===== config.mk =====
export PLATFORM = sky130hd
export DESIGN_NAME = regfile_wr_arbiter
export DESIGN_NICKNAME = d
export VERILOG_FILES = /design/src/rtl/regfile_pkg.sv /design/src/rtl/rr_arb2.sv /design/src/rtl/regfile_wr_arbiter.sv
export SDC_FILE = /design/constraint.sdc
export NUM_CORES = 1
export LEC_CHECK = 0
export BUFFER_PORTS_ARGS = -buffer_cell sky130_fd_sc_hd__buf_2
export CORE_MARGIN = 2
export CORE_UTILIZATION = 43
export CTS_CLUSTER_DIAMETER = 80
export DETAILED_ROUTE_END_ITERATION = 7
export MAX_ROUTING_LAYER = met4
export PLACE_DENSITY_LB_ADDON = 0.05
export SYNTH_ARGS = -nofsm -noshare
export SYNTH_HDL_FRONTEND = slang
export SYNTH_SLANG_ARGS = --single-unit

===== constraint.sdc =====
create_clock -name clk -period 1.5 [get_ports clk]
set_clock_uncertainty 0.1 [all_clocks]
set_input_delay 0.15 -clock clk [delete_from_list [all_inputs] [get_ports clk]]
set_output_delay 0.15 -clock clk [all_outputs]
set_load 0.01 [all_outputs]

===== src/rtl/regfile_pkg.sv =====
// Shared widths, requester ids and write payload type for the register file
// and its write-port arbiter.
package regfile_pkg;

    localparam int unsigned ADDR_W = 5;
    localparam int unsigned DATA_W = 32;

    localparam int unsigned REQ_ALU = 0;
    localparam int unsigned REQ_MEM = 1;

    typedef struct packed {
        logic [ADDR_W-1:0] addr;
        logic [DATA_W-1:0] data;
    } wr_req_t;

    // Round-robin pointer: which requester wins the next tie
    typedef enum logic {
        PRI_ALU = 1'b0,
        PRI_MEM = 1'b1
    } rr_t;

endpackage


===== src/rtl/rr_arb2.sv =====
// Two-way round-robin arbiter; grant is combinational, the priority pointer
// flips to the other requester after every grant.
module rr_arb2
    import regfile_pkg::*;
(
    input  logic       clk,
    input  logic       rst,
    input  logic       en,
    input  logic [1:0] req,
    output logic [1:0] gnt
);

    rr_t rr;
    rr_t rr_next;

    always_ff @(posedge clk) begin
        if (rst) begin
            rr <= PRI_ALU;
        end else begin
            rr <= rr_next;
        end
    end

    always_comb begin
        gnt     = 2'b00;
        rr_next = rr;
        if (en) begin
            case (req)
                2'b01:   gnt = 2'b01;
                2'b10:   gnt = 2'b10;
                2'b11:   gnt = (rr == PRI_ALU) ? 2'b01 : 2'b10;
                default: gnt = 2'b00;
            endcase
        end
        // Loser of this grant gets priority next time
        if (gnt[REQ_ALU]) begin
            rr_next = PRI_MEM;
        end else if (gnt[REQ_MEM]) begin
            rr_next = PRI_ALU;
        end
    end

endmodule


===== src/rtl/regfile_wr_arbiter.sv =====
// Shares the register file write port between ALU and load writeback, with a
// registered output stage and read-port forward-hit flags.
module regfile_wr_arbiter
    import regfile_pkg::*;
(
    input  logic              clk,
    input  logic              rst,
    input  logic              stall,
    input  logic              req0_valid,
    input  logic [ADDR_W-1:0] req0_addr,
    input  logic [DATA_W-1:0] req0_data,
    output logic              req0_ready,
    input  logic              req1_valid,
    input  logic [ADDR_W-1:0] req1_addr,
    input  logic [DATA_W-1:0] req1_data,
    output logic              req1_ready,
    input  logic [ADDR_W-1:0] read_1,
    input  logic [ADDR_W-1:0] read_2,
    output logic              regWrite,
    output logic [ADDR_W-1:0] write,
    output logic [DATA_W-1:0] write_data,
    output logic              fwd_1_hit,
    output logic              fwd_2_hit
);

    logic [1:0] gnt;
    logic       arb_en;
    wr_req_t    sel;

    assign arb_en = !stall && !rst;

    rr_arb2 u_arb (
        .clk (clk),
        .rst (rst),
        .en  (arb_en),
        .req ({req1_valid, req0_valid}),
        .gnt (gnt)
    );

    assign req0_ready = gnt[REQ_ALU];
    assign req1_ready = gnt[REQ_MEM];

    always_comb begin
        sel.addr = req0_addr;
        sel.data = req0_data;
        if (gnt[REQ_MEM]) begin
            sel.addr = req1_addr;
            sel.data = req1_data;
        end
    end

    // Address/data hold when idle; writes to x0 are accepted but suppressed
    always_ff @(posedge clk) begin
        if (rst) begin
            regWrite   <= 1'b0;
            write      <= '0;
            write_data <= '0;
        end else if (|gnt) begin
            regWrite   <= (sel.addr != '0);
            write      <= sel.addr;
            write_data <= sel.data;
        end else begin
            regWrite   <= 1'b0;
        end
    end

    assign fwd_1_hit = regWrite && (write == read_1) && (read_1 != '0);
    assign fwd_2_hit = regWrite && (write == read_2) && (read_2 != '0);

endmodule


==> results.cfg <==
[status]
status = complete, but fails checks
failed_checks = negative setup slack

[clocking]
clock_path_buffers = 2
numClockSinks = 39
cts_buffers = 5
cts_tree = yes
clk_latency_ps = 280
cts_root_buf = clkbuf_8
htreeDepth = 2
cts.clk_slew.worst_paths_ps = 70

[sta]
slew_headroom_pct = 72.1
period_share_pct = 107
rsz0062_at_grt = yes
hold_violations = 0
drv_slew = 0
final-setup-viol-count = 2
tightest_slew_ps = 418
finalCriticalPeriod_ps = 1600
max_clock_freq_mhz = 624
worst_slack_ps = -103

[synthesis]
async_reset_ff_share_pct = 0
syn-num-nets = 347
syn_avg_cell_area_um2 = 8.12
yosysTopAreaCell = dfxtp_1
netlist_top_cells_area = dfxtp_1 (37%), a311oi_1 (15%), nand4_1 (11%)
synth_edf_count = 0
synth_area_um2 = 2100
ys_seq_area_share_pct = 37.3
netlist_instances = 258
synth_top_area_share_pct = 37.3
synth-seq-cells = 39
ys_types = 24
yosysWarnings = 0
synth_top_flop_cell = dfxtp_1

[floorplanning]
die-area_um2 = 5450
die_w_um = 73.8
die_h_um = 73.8
coreArea_um2 = 4720
io_pins = 131
rows = 25
start_util_pct = 44.4

[route]
drt_iter0_drc = 127
viasPerCell = 5.77
routed_wl_mm = 6.74
drt.antenna.violating_nets = 0
drc = 0
dr.pass1.iters = 4
num_vias = 2583
wl_per_cell_um = 15.1

[grt]
antenna_found_initial = 0
grt-busiest-layer = met2
overflow = 0
grt_pass1_vias = 2324
use_met1_pct = 32.3
grt_usage_pct = 25.3
grt_pass1_wl_mm = 10.6
grt_max_degree = 44
grtUsageMet3_pct = 3.98
met2_usage_pct = 41.4

[place]
dp_hpwl_mm = 4.64
place_congestion = 0.774
portBuffers = 130

[worst_hold_path]
hold_path.class = in2reg

[worst_setup_path]
ff2ff_path_depth = 4
crit_path_start = write[3]
cp_max_fo = 3
cp-endpoint = fwd_2_hit
worst-path-buf-inv = 1
r2r-start = u_arb.rr
crit_chain = nor4_2 -> or3_4 -> a211oi_2 -> buf_2
critical_path_arrival_ps = 1350
startpoint_type = flop
critPathSlowestCell = dfxtp_2
crit_family = simple AND/OR/NAND/NOR gates
worstPathRequired_ps = 1250
crit_path_end_kind = output port
ff2ff_setup_slack_ps = 190
path_depth = 4
r2r_end = write_data[22]
worstSetupPathType = reg2out
slowest_delay_ps = 360

[final_layout]
n_antenna_cell = 0
multiInputGateArea_um2 = 1220
seqCellArea_um2 = 791
fillers = 437
nets = 471
drive_gt1_share_pct = 45.9
area_growth_pct = 44.2
fin_util_pct = 64.0

[power]
p_leak_nw = 1.25
p_total_mw = 2.43
powerDensity_nw_per_um2 = 806
vdd_ir_drop_max_mv = 0.462

[job]
drv_cap = 0
==> placed cells by master, fill, tap and decap left out, drive strengths merged <==
master / count
a211oi: 2
a21oi: 37
a311oi: 37
and2: 1
and3: 1
buf: 153
clkbuf: 6
dfxtp: 39
nand2: 5
nand2b: 1
nand3: 2
nand4: 37
nor2: 3
nor2b: 2
nor4: 1
o21ai: 37
o22ai: 1
o311a: 1
or2: 1
or3: 2
or3b: 1
or4: 3
xnor2: 8
==> Yosys cell counts, drive strengths merged, types with 2 or more instances <==
cell type / n
dfxtp: 39
a21oi: 37
a311oi: 37
nand4: 37
o21ai: 37
buf: 22
clkbuf: 14
xnor2: 8
nand2: 5
nor2: 3
or4: 3
a211oi: 2
nand3: 2
nor2b: 2
or3: 2
==> routing by layer <==
metal | share of wire, % | vias up
met5 | 0 | -
met4 | 1.7 | 0
li1 | - | 1281
met2 | 49 | 104
met1 | 43 | 1186
met3 | 6.1 | 12
==> worst register-to-register path: cells and delay by family, from the launching register on <==
kind                   cells  cell delay [ps]
AO/OA/AOI/OAI              2              380
buffers and inverters      1              250
flip-flops                 1              340
AND/OR/NAND/NOR            1              170
==> logic make-up (layout without fill, tap and decap cells) <==
family                 after synthesis  in the layout  share of synthesized area, %
AND/OR/NAND/NOR                     60             60                          17.1
flip-flops                          39             39                          37.3
XOR/XNOR                             8              8                          3.34
buffers and inverters               36            159                          7.64
AO/OA/AOI/OAI                      115            115                          34.6
==> stage by stage <==
stage	TNS, ps	setup slack [ps]	std cells	hold slack (ps)	cell area (um^2)
2_1_floorplan	0	78.6	258	213	2100
3_3_place_gp	-36.3	-36.3	441	322	2870
3_5_place_dp	-34.9	-34.9	441	329	2870
4_1_cts	-234	-125	447	37.2	2960
5_1_grt	-289	-145	448	45.7	3020
6_report	-203	-103	448	41.0	3020
==> cell type report <==
class	instances	share of cell area, %
clock buffer	6	2.40
timing repair buffer	153	28.3
multi-input combinational	183	40.3
tap	67	2.77
sequential	39	26.2
==> state kept, by name (all words and copies together) (netlist names) <==
register / flops
write_data: 32
write: 5
u_arb.rr: 1
regWrite: 1
==> worst min path at each step <==
stage	slack (ps)	from	end	depth (start not counted)
final	40	req0_addr[3]	regWrite	2
after global routing	50	req0_data[11]	write_data[11]	3
after CTS	40	req0_addr[3]	regWrite	2
after floorplan	210	stall	u_arb.rr	2
after global placement	320	req0_addr[3]	regWrite	2
after detailed placement	330	req0_addr[3]	regWrite	2
==> what timing repair did <==
item,CTS,global route
pin swaps,1,7
cloned,0,0
hold buffers,0,0
resized for setup,6,12
setup endpoints to repair,3,10
buffers inserted,0,1
==> power by group <==
part | internal [mW] | total [mW] | switching, mW
combinational | 0.301 | 0.647 | 0.346
clock | 0.310 | 0.643 | 0.333
sequential | 1.11 | 1.14 | 0.0393
(Power assumes the default switching activity.)
